## src/rtl/fir_pkg.sv

```systemverilog
// Shared types, sizes and coefficient selection for the mod-256 FIR deconvolver.
package fir_pkg;

   typedef logic [7:0] sample_t;

   localparam int unsigned NUM_TAPS = 7;
   localparam int unsigned HIST_LEN = 6;

   typedef enum logic [1:0] {StIdle, StMac, StOut} deconv_state_t;

   // Taps 1..6 of the symmetric set {1, C1, C2, C3, C2, C1, 1}; tap 0 is never multiplied.
   function automatic sample_t coef_sel(input logic [2:0] k, input sample_t c1,
                                        input sample_t c2, input sample_t c3);
      sample_t c;
      case (k)
         3'd1:    c = c1;
         3'd2:    c = c2;
         3'd3:    c = c3;
         3'd4:    c = c2;
         3'd5:    c = c1;
         3'd6:    c = 8'd1;
         default: c = 8'd0;
      endcase
      return c;
   endfunction

endpackage

```

## src/rtl/fir_hist_sr.sv

```systemverilog
// History of recovered samples: 6-deep shift register with clear and an indexed read port.
module fir_hist_sr
   import fir_pkg::*;
(
   input  logic       clk_i,
   input  logic       rst_i,
   input  logic       shift_i,
   input  logic       clr_i,
   input  sample_t    din_i,
   input  logic [2:0] rd_idx_i,
   output sample_t    rd_data_o
);

   sample_t hist_q [HIST_LEN];
   sample_t hist_d [HIST_LEN];

   // Clear and shift together keep the freshly shifted-in sample but drop the rest.
   always_comb begin
      hist_d = hist_q;
      if (clr_i) begin
         for (int i = 0; i < HIST_LEN; i++) hist_d[i] = '0;
      end
      if (shift_i) begin
         for (int i = 1; i < HIST_LEN; i++) hist_d[i] = clr_i ? '0 : hist_q[i-1];
         hist_d[0] = din_i;
      end
   end

   always_ff @(posedge clk_i) begin
      if (rst_i) begin
         for (int i = 0; i < HIST_LEN; i++) hist_q[i] <= '0;
      end else begin
         hist_q <= hist_d;
      end
   end

   assign rd_data_o = (rd_idx_i < 3'(HIST_LEN)) ? hist_q[rd_idx_i] : '0;

endmodule

```

## src/rtl/fir_deconv.sv

```systemverilog
// Inverse of the 7-tap symmetric FIR: one sample in, six serial MAC steps, one sample out.
module fir_deconv
   import fir_pkg::*;
#(
   parameter sample_t C1 = 8'd2,
   parameter sample_t C2 = 8'd3,
   parameter sample_t C3 = 8'd4
) (
   input  logic    clk_i,
   input  logic    rst_i,
   input  logic    clr_i,
   input  logic    in_valid_i,
   output logic    in_ready_o,
   input  sample_t in_data_i,
   output logic    out_valid_o,
   input  logic    out_ready_i,
   output sample_t out_data_o
);

   localparam logic [2:0] LastTap = 3'(HIST_LEN);

   deconv_state_t state_q, state_d;
   sample_t       acc_q, acc_d;
   logic [2:0]    k_q, k_d;

   sample_t     hist_rd;
   sample_t     tap;
   logic [15:0] full_prod;
   sample_t     prod;
   logic        hist_shift;

   assign hist_shift = (state_q == StOut) && out_ready_i;

   fir_hist_sr u_hist (
      .clk_i    (clk_i),
      .rst_i    (rst_i),
      .shift_i  (hist_shift),
      .clr_i    (clr_i),
      .din_i    (acc_q),
      .rd_idx_i (k_q - 3'd1),
      .rd_data_o(hist_rd)
   );

   // A clear during MAC already applies to the step taken in the same cycle.
   assign tap       = clr_i ? '0 : hist_rd;
   assign full_prod = coef_sel(k_q, C1, C2, C3) * tap;
   assign prod      = full_prod[7:0];

   always_ff @(posedge clk_i) begin
      if (rst_i) begin
         state_q <= StIdle;
      end else begin
         state_q <= state_d;
      end
   end

   always_comb begin
      state_d = state_q;
      unique case (state_q)
         StIdle:  if (in_valid_i && in_ready_o) state_d = StMac;
         StMac:   if (k_q == LastTap) state_d = StOut;
         StOut:   if (out_ready_i) state_d = StIdle;
         default: state_d = StIdle;
      endcase
   end

   always_comb begin
      in_ready_o  = (state_q == StIdle) && !rst_i;
      out_valid_o = (state_q == StOut);
      out_data_o  = acc_q;
   end

   always_comb begin
      acc_d = acc_q;
      k_d   = k_q;
      unique case (state_q)
         StIdle: begin
            if (in_valid_i && in_ready_o) begin
               acc_d = in_data_i;
               k_d   = 3'd1;
            end
         end
         StMac: begin
            acc_d = acc_q - prod;
            k_d   = (k_q == LastTap) ? 3'd0 : k_q + 3'd1;
         end
         default: ;
      endcase
   end

   always_ff @(posedge clk_i) begin
      if (rst_i) begin
         acc_q <= '0;
         k_q   <= '0;
      end else begin
         acc_q <= acc_d;
         k_q   <= k_d;
      end
   end

endmodule
```

## config.mk

```make
export PLATFORM = sky130hd
export DESIGN_NAME = fir_deconv
export DESIGN_NICKNAME = d
export VERILOG_FILES = /design/src/rtl/fir_pkg.sv /design/src/rtl/fir_hist_sr.sv /design/src/rtl/fir_deconv.sv
export SDC_FILE = /design/constraint.sdc
export NUM_CORES = 1
export LEC_CHECK = 0
export ABC_AREA = 1
export ABC_CLOCK_PERIOD_IN_PS = 4100
export CORE_MARGIN = 2
export CORE_UTILIZATION = 54
export DETAILED_ROUTE_END_ITERATION = 12
export GPL_ROUTABILITY_DRIVEN = 0
export PLACE_DENSITY = 0.85
export REMOVE_ABC_BUFFERS = 1
export SETUP_SLACK_MARGIN = 0.15
export SLEW_MARGIN = 0
export SYNTH_ARGS = -nofsm -noshare
export SYNTH_HDL_FRONTEND = slang
export SYNTH_HIERARCHICAL = 1
export SYNTH_SLANG_ARGS = --single-unit
```

## constraint.sdc

```tcl
create_clock -name clk_i -period 4.1 [get_ports clk_i]
set_input_delay 1.23 -clock clk_i [delete_from_list [all_inputs] [get_ports clk_i]]
set_output_delay 1.23 -clock clk_i [all_outputs]
set_load 0.01 [all_outputs]
```

After elaboration in Yosys (flattened, before gate mapping)
Index checks and enable logic that the tools add are counted.
{"block": "classes", "reduce_logical": 11, "n_eq_ne": 11, "mux": 22, "bitwise_logic": 1, "magnitude_cmp": 2, "mul": 1, "add_sub_neg": 3}
{"operator": "$mux W48", "n": 2}
{"operator": "$mux W8", "n": 10}
{"operator": "$bmux W8 S3", "n": 1}
{"operator": "$pmux W8 S2", "n": 1}
{"operator": "$pmux W3 S4", "n": 1}
{"operator": "$eq A3 B3 Y1 const B", "n": 3}
{"operator": "$mul A8 B8 Y8", "n": 1}
{"operator": "$sub A8 B8 Y8", "n": 1}
{"operator": "$eq A3 B2 Y1 const B", "n": 2}
{"operator": "$mux W2", "n": 3}
{"operator": "$mux W3", "n": 2}
{"operator": "$pmux W2 S3", "n": 1}
{"operator": "$pmux W3 S2", "n": 1}
{"operator": "$ge A4 B4 Y1 const B", "n": 1}
{"operator": "$ne A2 B2 Y1 const B", "n": 2}
{"operator": "$not A3 Y4", "n": 1}
{"operator": "$reduce_bool A2 Y1", "n": 2}
{"operator": "$reduce_or A2 Y1", "n": 2}
{"operator": "$add A3 B1 Y3 const B", "n": 1}
{"operator": "$eq A3 B1 Y1 const B", "n": 1}
{"operator": "$logic_and A1 B1 Y1", "n": 3}
{"operator": "$lt A3 B3 Y1 const B", "n": 1}
{"operator": "$reduce_and A3 Y1", "n": 1}
{"operator": "$sub A3 B1 Y3 const B", "n": 1}
{"operator": "6 further kinds", "n": 6}
{"block": "word_totals", "wordCells": 60, "register_bits": 61, "out_inout_bits": 10, "input_bits": 13}

Longest topological paths before layout
Gate-level depths: netlist of run 1.
{"block": "depth", "word_depth": 10, "ltp_mapped": 30}

Cells and area by module
Netlist of run 1, hierarchy kept.
{"module": "fir_hist_sr", "instances": 1, "area_each_um2": 2230.9, "cells_each": 333}
{"module": "fir_deconv", "instances": 1, "area_each_um2": 1605.3, "cells_each": 247}

Least setup slack after synthesis of run 1
No wires, ideal clock.
{"block": "synth_timing", "path_kind": "input-to-reg", "start": "in clr_i", "end": "reg acc_q[6] (netlist: out_data_o[6])", "setup_slack_ns": 0.133, "arrival_time_ns": 3.833, "setup_time_ns": 0.133, "cell_stages": 18, "path_buffers": 1, "path_cell_list": "inv_1 > buf_1 > nand3_1 > fa_1 > inv_1 > fa_1 > inv_1 > ha_1 > nand3_1 > nand3_1 > nand2_1 > nand2_1 > nand2_1 > nand2_1 > nand2_1 > nand3_1 > o211ai_1 > a21oi_1"}
{"block": "synth_between", "elab_chain_cells": 4}
{"item": "start: declaration", "line": "fir_deconv.sv:11", "rtl": "input logic clr_i,"}
{"item": "$mux W8", "line": "fir_deconv.sv:45", "rtl": "assign tap = clr_i ? '0 : hist_rd;"}
{"item": "$mul A8 B8 Y8", "line": "fir_deconv.sv:46", "rtl": "assign full_prod = coef_sel(k_q, C1, C2, C3) * tap;"}
{"item": "$sub A8 B8 Y8", "line": "fir_deconv.sv:84", "rtl": "acc_d = acc_q - prod;"}
{"item": "$pmux W8 S2", "line": "fir_deconv.sv:76", "rtl": "unique case (state_q)"}
{"item": "end signal: assignment", "line": "fir_deconv.sv:93", "rtl": "acc_q <= '0;"}
{"item": "end signal: assignment", "line": "fir_deconv.sv:96", "rtl": "acc_q <= acc_d;"}
{"item": "end: declaration", "line": "fir_deconv.sv:23", "rtl": "sample_t acc_q, acc_d;"}
No other way between the ends.
A chain may end at the register's enable or synchronous reset.

Worst setup path after layout of run 1
Same ends and word-level chain as after synthesis.

==> out/qor.yml, run 1 <==
synth_seq_cells: 61
crit_buf_inv: 4
relSlewSlack: 0.3685
drc: 0
hp-class: "reg2reg"
critPathArrivalTime_ps: 4020
portBuffers: 22
overflow: 0
antennaDiodeCount: 0
leakage_uw: 0.002072
grt_most_used_layer: "met2"
via_count: 3830
final.fill_count: 568
insertion_delay_ps: 350
status: "finished clean"
clkSinkCount: 61
setup_viol: 0
clock.fmax_mhz: 262.9
cp-startpoint: "clr_i"
vias_per_cell: 5.327
critical_path.max_fanout: 5
num-nets-final: 655
pwr-share-seq: 0.369
endpoint_kind: "flip-flop"
post_drt_wl_per_cell_um: 12.97
crit_chain: "dlygate4sd2_1 -> buf_4 -> nor2_2 -> nand2_1 -> fa_1 -> inv_1 -> fa_1 -> inv_1 -> ha_4 -> nand2_1 -> nand3_2 -> nand2_1 -> nand2_1 -> nand2_1 -> nand2_1 -> nand2_1 -> nand3_1 -> o211ai_1 -> a21oi_1"
syn_area_per_cell_um2: 6.614
hold_violations: 0
detail_route.iter0.violations: 331
async_flop_share: 0
pin_count: 23
ys_types: 38
ff2ff_path_depth: 25
hold_buffers: 0
worstReg2RegEnd: "out_data_o[6]$_SDFFE_PP0P_"
powerDensity_mw_per_mm2: 377.0
final_max_slew_viol_count: 0
use_met3: 0.06063
area_growth_pct: 19.77
syn-instance-count: 580
antenna_found_initial: 0
max_stage_delay_ps: 500
ys_top_cells_by_area: "dfxtp_1, nand2_1, inv_1, nand3_1, a21oi_1"
cpMaxStageDelayCell: "fa_1"
postRouteAntennaNets: 0
final_area_mm2: 0.004594
root_buffer: "clkbuf_8"
cts_inserted_buffers: 9
maxCapViolCount: 0
fin_worst_skew_ps: 7.697
r2r_slack_ps: 370
rsz0062_at_grt: "false"
use_met2: 0.3951
synth.largest_area_cell: "dfxtp_1"
worst_path_dominant_cell_family: "adder cells"
p_sw_frac: 0.3504
met1_usage: 0.3275
core.rowCount: 30
wirelength_mm: 9.326
p_clk_frac: 0.319
p_int_uw: 1125
r2r_start: "k_q[0]$_SDFFE_PP0P_"
die_area_mm2: 0.007794
max-clock-path-buffers: 2
netlist_area_mm2: 0.003836
die_w_um: 88.29
required_ps: 4320
drive_gt1_frac: 0.1396
placed_area_mm2: 0.004212
drt_pre_antenna_iters: 5
grt_max_degree: 40
core_mm2: 0.006832
grt_pass1_wl_mm: 15.10
p_comb_frac: 0.311
cts_tree: "yes"
critPathLaunchType: "input port"
synth_top_cell_area_share: 0.3183
htreeDepth: 3
clk_pin_slew_worst_paths_ps: 70
worst_slack_ps: 295.7
endpoint: "out_data_o[6]$_SDFFE_PP0P_"
p_total_uw: 1732
yosysWarnings: 6
pre_cts_ws_ps: -386.7
synth_edf_count: 0
worst-path-stages: 19
irDropWorstVdd_mv: 0.2608
fin_crit_sh: 0.9279
crit_path_frequent_cell: "nand2_1"
initial_core_util: 0.5615
post-route-min-period_ps: 3804
die_y_um: 88.29
yosysSeqAreaShare: 0.3183
ys.flop_type: "dfxtp_1"
grt.total_usage: 0.2475
hpwl_mm: 6.261
power_switching_uw: 606.8
tightest_slew_ps: 943.8
path_class: "in2reg"
grt_pass1_vias: 3433
==> kinds of logic after synthesis <==
group                    synth area share
AND/OR/NAND/NOR                    0.3014
adder cells (fa/ha/maj)           0.09785
flip-flops                         0.3183
XOR/XNOR                         0.006851
buffers and inverters              0.1347
AO/OA/AOI/OAI                      0.1409
==> flip-flops by register name (all words and copies together) (netlist names) <==
register	flops
state_q	2
u_hist/hist_q	48
k_q	3
out_data_o	8
==> cells in the final DEF (no fill, tap or decap), types with 6 or more instances in the layout <==
cell type / n
fa_1: 10
a22oi_1: 8
inv_2: 7
a21oi_1: 43
clkbuf_8: 9
buf_4: 25
inv_1: 87
dfxtp_1: 59
nand2_2: 6
o21ai_0: 29
nor2_1: 41
nand2_1: 150
clkdlybuf4s50_1: 21
ha_1: 12
nand3_1: 58
==> cell usage after synthesis, types with 6 or more instances <==
master and n:
buf_2 12, buf_4 6, a21oi_1 43, fa_1 10, nand3_1 62, dfxtp_1 61, nand2_1 153, ha_1 14
o21ai_0 30, inv_1 93, nor2_1 42, a22oi_1 8
==> per-layer routing <==
layer / up-vias / part of all wire / wire length, µm
li1: 1896 / - / -
met1: 1767 / 0.44 / 4066
met2: 145 / 0.48 / 4441
met3: 22 / 0.067 / 629
met4: 0 / 0.020 / 189
met5: - / 0 / 0
==> worst min-delay path by stage <==
stage | cells past startpoint | start | to | slack, ps
after detailed placement | 2 | u_hist/hist_q[30]$_SDFFE_PP0P_ | u_hist/hist_q[30]$_SDFFE_PP0P_ | 460
final | 2 | u_hist/hist_q[30]$_SDFFE_PP0P_ | u_hist/hist_q[30]$_SDFFE_PP0P_ | 470
after CTS | 2 | u_hist/hist_q[30]$_SDFFE_PP0P_ | u_hist/hist_q[30]$_SDFFE_PP0P_ | 470
after global routing | 2 | u_hist/hist_q[30]$_SDFFE_PP0P_ | u_hist/hist_q[30]$_SDFFE_PP0P_ | 480
after global placement | 2 | u_hist/hist_q[27]$_SDFFE_PP0P_ | u_hist/hist_q[27]$_SDFFE_PP0P_ | 450
after floorplan | 2 | u_hist/hist_q[27]$_SDFFE_PP0P_ | u_hist/hist_q[27]$_SDFFE_PP0P_ | 430
==> worst register-to-register path: cells and delay by family, from the launching register on <==
| kind | cells | cell delay [ps] |
|---|---|---|
| AO/OA/AOI/OAI | 2 | 220 |
| adder cells (fa/ha/maj) | 3 | 1300 |
| buffers and inverters | 6 | 650 |
| AND/OR/NAND/NOR | 14 | 1070 |
| flip-flops | 1 | 370 |
==> what timing repair did <==
action | 4_1_cts | 5_1_grt
gates resized for setup | 8 | 23
buffers inserted | 4 | 2
pin swaps | 0 | 2
cloned | 0 | 2
setup endpoints to repair | 4 | 4
==> stage by stage <==
stage / std cells / TNS, ps / utilization / hold WS (ps)
global route: 719 / 0 / 0.6725 / 475.4
global placement: 695 / -879.9 / 0.6165 / 449.0
detailed placement: 695 / -1311 / 0.6165 / 457.2
finish: 719 / 0 / 0.6725 / 465.8
floorplan: 554 / -43740 / - / 434.9
CTS: 715 / 0 / 0.6535 / 467.3
==> power by group through the flow <==
stage	combinational (µW)	sequential (µW)	clock (µW)
after floorplan	293	649	0
after global placement	450	650	0
after detailed placement	465	651	0
after CTS	487	638	559
after global routing	593	642	599
final	539	640	553
==> final cells by class <==
| class | instances | area [µm²] | area share |
|---|---|---|---|
| well taps | 96 | 120.1 | 0.02614 |
| clock buffers | 9 | 123.9 | 0.02696 |
| inverters | 99 | 386.6 | 0.08415 |
| flip-flops and latches | 61 | 1226 | 0.2669 |
| clock inverters | 7 | 81.33 | 0.01770 |
| multi-input cells | 394 | 2166 | 0.4714 |
| repair inverters | 1 | 5.005 | 0.001089 |
| repair buffers | 52 | 485.5 | 0.1057 |
No activity file was read; power rests on OpenSTA's default activity.
==> run 2: changes to the inputs <==
--- a/config.mk
+++ b/config.mk
@@ -8,12 +8,14 @@
 export ABC_AREA = 1
 export ABC_CLOCK_PERIOD_IN_PS = 4100
 export CORE_MARGIN = 2
-export CORE_UTILIZATION = 54
+export CORE_UTILIZATION = 48
 export DETAILED_ROUTE_END_ITERATION = 12
+export DONT_BUFFER_PORTS = 1
 export GPL_ROUTABILITY_DRIVEN = 0
-export PLACE_DENSITY = 0.85
+export PLACE_DENSITY = 0.74
 export REMOVE_ABC_BUFFERS = 1
 export SETUP_SLACK_MARGIN = 0.15
+export SKIP_LAST_GASP = 1
 export SLEW_MARGIN = 0
 export SYNTH_ARGS = -nofsm -noshare
 export SYNTH_HDL_FRONTEND = slang
==> run 2 against run 1 <==
  * Routed wire length shrank 1.3%
  * Non-clock buffer count shrank 33
  * Sequential power rose by 0.9%
  * Fmax increased by 2.3%
  * Global-route usage down 3.1 points
  * Design area is 5.7% lower
  * Sequential cell count did not move
  * Cell count shrank 3.8%
  * Die area grew 12%
  * Critical path type is now reg2reg
  * Combinational power is 13% lower
  * Highest routed layer unchanged
  * Critical endpoint is now out_data_o[7]$_SDFFE_PP0P_
  * Total power rose by 0.26%
  * Setup slack improved by 86 ps
  * Largest cell class unchanged
==> out/qor.yml, run 2 (synthesized netlist as in run 1, its figures left out) <==
maxCapViolCount: 0  # unchanged
grt.total_usage: 0.2163  # was 0.2475
critPathLaunchType: "flip-flop"  # was input port
p_clk_frac: 0.359  # was 0.319
final_max_slew_viol_count: 0  # unchanged
postRouteAntennaNets: 0  # unchanged
max-clock-path-buffers: 2  # unchanged
clkSinkCount: 61  # unchanged
p_sw_frac: 0.3355  # was 0.3504
antenna_found_initial: 0  # unchanged
via_count: 3639  # was 3830
hp-class: "reg2reg"  # unchanged
root_buffer: "clkbuf_8"  # unchanged
powerDensity_mw_per_mm2: 400.7  # was 377.0 mW/mm²
endpoint: "out_data_o[7]$_SDFFE_PP0P_"  # was out_data_o[6]$_SDFFE_PP0P_
die_y_um: 93.40  # was 88.29 µm
final_cell_mix: "nand2_1, inv_1, nand3_1, dfxtp_1, a21oi_1"  # was nand2_1, inv_1, dfxtp_1, nand3_1, a21oi_1
drive_gt1_frac: 0.1373  # was 0.1396
drt_pre_antenna_iters: 5  # unchanged
num-nets-final: 622  # was 655
worstReg2RegEnd: "out_data_o[7]$_SDFFE_PP0P_"  # was out_data_o[6]$_SDFFE_PP0P_
path_class: "reg2reg"  # was in2reg
hpwl_mm: 6.125  # was 6.261 mm
status: "finished clean"  # unchanged
largest_reg_flops: 48  # unchanged
setup_viol: 0  # unchanged
tightest_slew_ps: 1022  # was 943.8 ps
wirelength_mm: 9.206  # was 9.326 mm
cp-startpoint: "k_q[0]$_SDFFE_PP0P_"  # was clr_i
area_growth_pct: 12.98  # was 19.77%
cts_inserted_buffers: 9  # unchanged
pin_count: 23  # unchanged
portBuffers: 0  # was 22
initial_core_util: 0.4964  # was 0.5615
antennaDiodeCount: 0  # unchanged
detail_route.iter0.violations: 239  # was 331
insertion_delay_ps: 350  # about the same
fin_worst_skew_ps: 5.110  # was 7.697 ps
r2r_start: "k_q[0]$_SDFFE_PP0P_"  # unchanged
post-route-util: 0.5609  # was 0.6725
power_switching_uw: 582.5  # was 606.8 µW
die_area_mm2: 0.008724  # was 0.007794 mm²
clock.fmax_mhz: 268.9  # was 262.9 MHz
stdcell_count: 692  # was 719
grt_max_degree: 58  # was 40
required_ps: 4350  # was 4320 ps
rsz0062_at_grt: "false"  # unchanged
grt_pass1_vias: 3389  # was 3433
top_register: "u_hist/hist_q"  # unchanged
grt_pass1_wl_mm: 14.91  # was 15.10 mm
overflow: 0  # unchanged
clk_pin_slew_worst_paths_ps: 70  # about the same
fin_crit_sh: 0.9070  # was 0.9279
critical_path.max_fanout: 25  # was 5
post_drt_wl_per_cell_um: 13.30  # was 12.97 µm
p_comb_frac: 0.269  # was 0.311
pwr-share-seq: 0.372  # was 0.369
post-route-min-period_ps: 3719  # was 3804 ps
hold_violations: 0  # unchanged
holdWs_ps: 459.1  # was 465.8 ps
cts_tree: "yes"  # unchanged
core_mm2: 0.007727  # was 0.006832 mm²
p_int_uw: 1154  # was 1125 µW
vias_per_cell: 5.259  # was 5.327
critPathArrivalTime_ps: 3970  # was 4020 ps
r2r_slack_ps: 380  # was 370 ps
endpoint_kind: "flip-flop"  # unchanged
irDropWorstVdd_mv: 0.1834  # was 0.2608 mV
leakage_uw: 0.001934  # was 0.002072 µW
core.rowCount: 32  # was 30
drc: 0  # unchanged
layout.cells.most_common: "nand2_1"  # unchanged
ff2ff_path_depth: 22  # was 25
final.fill_count: 738  # was 568
die_w_um: 93.40  # was 88.29 µm
htreeDepth: 3  # unchanged
dp.cells: 666  # was 695
relSlewSlack: 0.3182  # was 0.3685
run 2: cell count changes in the layout (fill, tap and decap cells not counted), sizes merged:
cell and delta:
buf -10, bufinv +1, clkdlybuf4s50 -21, dlygate4sd2 -1
inv -2
run 2: power groups by stage:
stage                     clock network (µW)  registers (µW)  logic (µW)
final                                    623             646         467
after global routing                     663             650         523
after CTS                                634             646         394
after detailed placement                   0             660         391
after global placement                     0             659         380
after floorplan                            0             649         293
run 2: layout make-up:
class / count / area (µm²) / area share
clock inverter: 6 / 93.84 / 0.02165
multi-input combinational: 394 / 2196 / 0.5066
sequential: 61 / 1226 / 0.2829
timing repair buffer: 19 / 161.4 / 0.03724
tap: 102 / 127.6 / 0.02945
inverter: 99 / 386.6 / 0.08920
clock buffer: 10 / 137.6 / 0.03176
timing repair inverter: 1 / 5.005 / 0.001155
run 2: worst max-delay path, cell delays in order, from the launching register on:
cell	delay [ps]
dfxtp_4	370
clkinvlp_4	130
buf_4	180
buf_6	170
o21ai_0	250
nand3_1	110
nand2_1	80
inv_1	50
nor2_2	130
nand2_2	70
fa_1	530
inv_1	50
fa_1	490
inv_2	50
ha_4	240
inv_2	80
o21bai_1	70
a31oi_1	200
nand2_1	80
nand2_1	70
nand3_1	60
nand2_1	110
a21oi_2	50
run 2: repair_timing:
item / in CTS / in global routing
endpoints found under the setup margin: 2 / 4
resized for setup: 1 / 35
gates cloned: 0 / 1
buffers inserted: 0 / 9
pin swaps: 0 / 9
hold buffers: 0 / 0
hold endpoints to repair: 0 / 0
run 2: per-stage QoR:
| step | cell area (µm²) | total power (µW) | setup TNS (ps) | worst slack (ps) |
|---|---|---|---|---|
| after global routing | 4334 | 1835 | 0 | 106.5 |
| final | 4334 | 1737 | 0 | 381.3 |
| after global placement | 3901 | 1039 | 0 | 152.5 |
| after detailed placement | 3901 | 1050 | 0 | 78.58 |
| after CTS | 4133 | 1674 | 0 | 188.4 |
| after floorplan | 3694 | 941.4 | -43740 | -1241 |
run 2: worst min path at each step:
stage / depth (start not counted) / end / start
after floorplan: 2 / u_hist/hist_q[27]$_SDFFE_PP0P_ / u_hist/hist_q[27]$_SDFFE_PP0P_
after global placement: 2 / u_hist/hist_q[7]$_SDFFE_PP0P_ / u_hist/hist_q[7]$_SDFFE_PP0P_
after detailed placement: 2 / u_hist/hist_q[33]$_SDFFE_PP0P_ / u_hist/hist_q[33]$_SDFFE_PP0P_
after CTS: 2 / u_hist/hist_q[33]$_SDFFE_PP0P_ / u_hist/hist_q[33]$_SDFFE_PP0P_
after global routing: 2 / u_hist/hist_q[7]$_SDFFE_PP0P_ / u_hist/hist_q[7]$_SDFFE_PP0P_
final: 2 / u_hist/hist_q[33]$_SDFFE_PP0P_ / u_hist/hist_q[33]$_SDFFE_PP0P_
run 2: metal layers:
metal | vias up | wire (µm) | track usage
met1 | 1683 | 4220 | 0.2652
li1 | 1840 | - | -
met4 | 0 | 277 | 0.1238
met3 | 26 | 448 | 0.04996
met2 | 90 | 4260 | 0.3471
met5 | - | 0 | 0
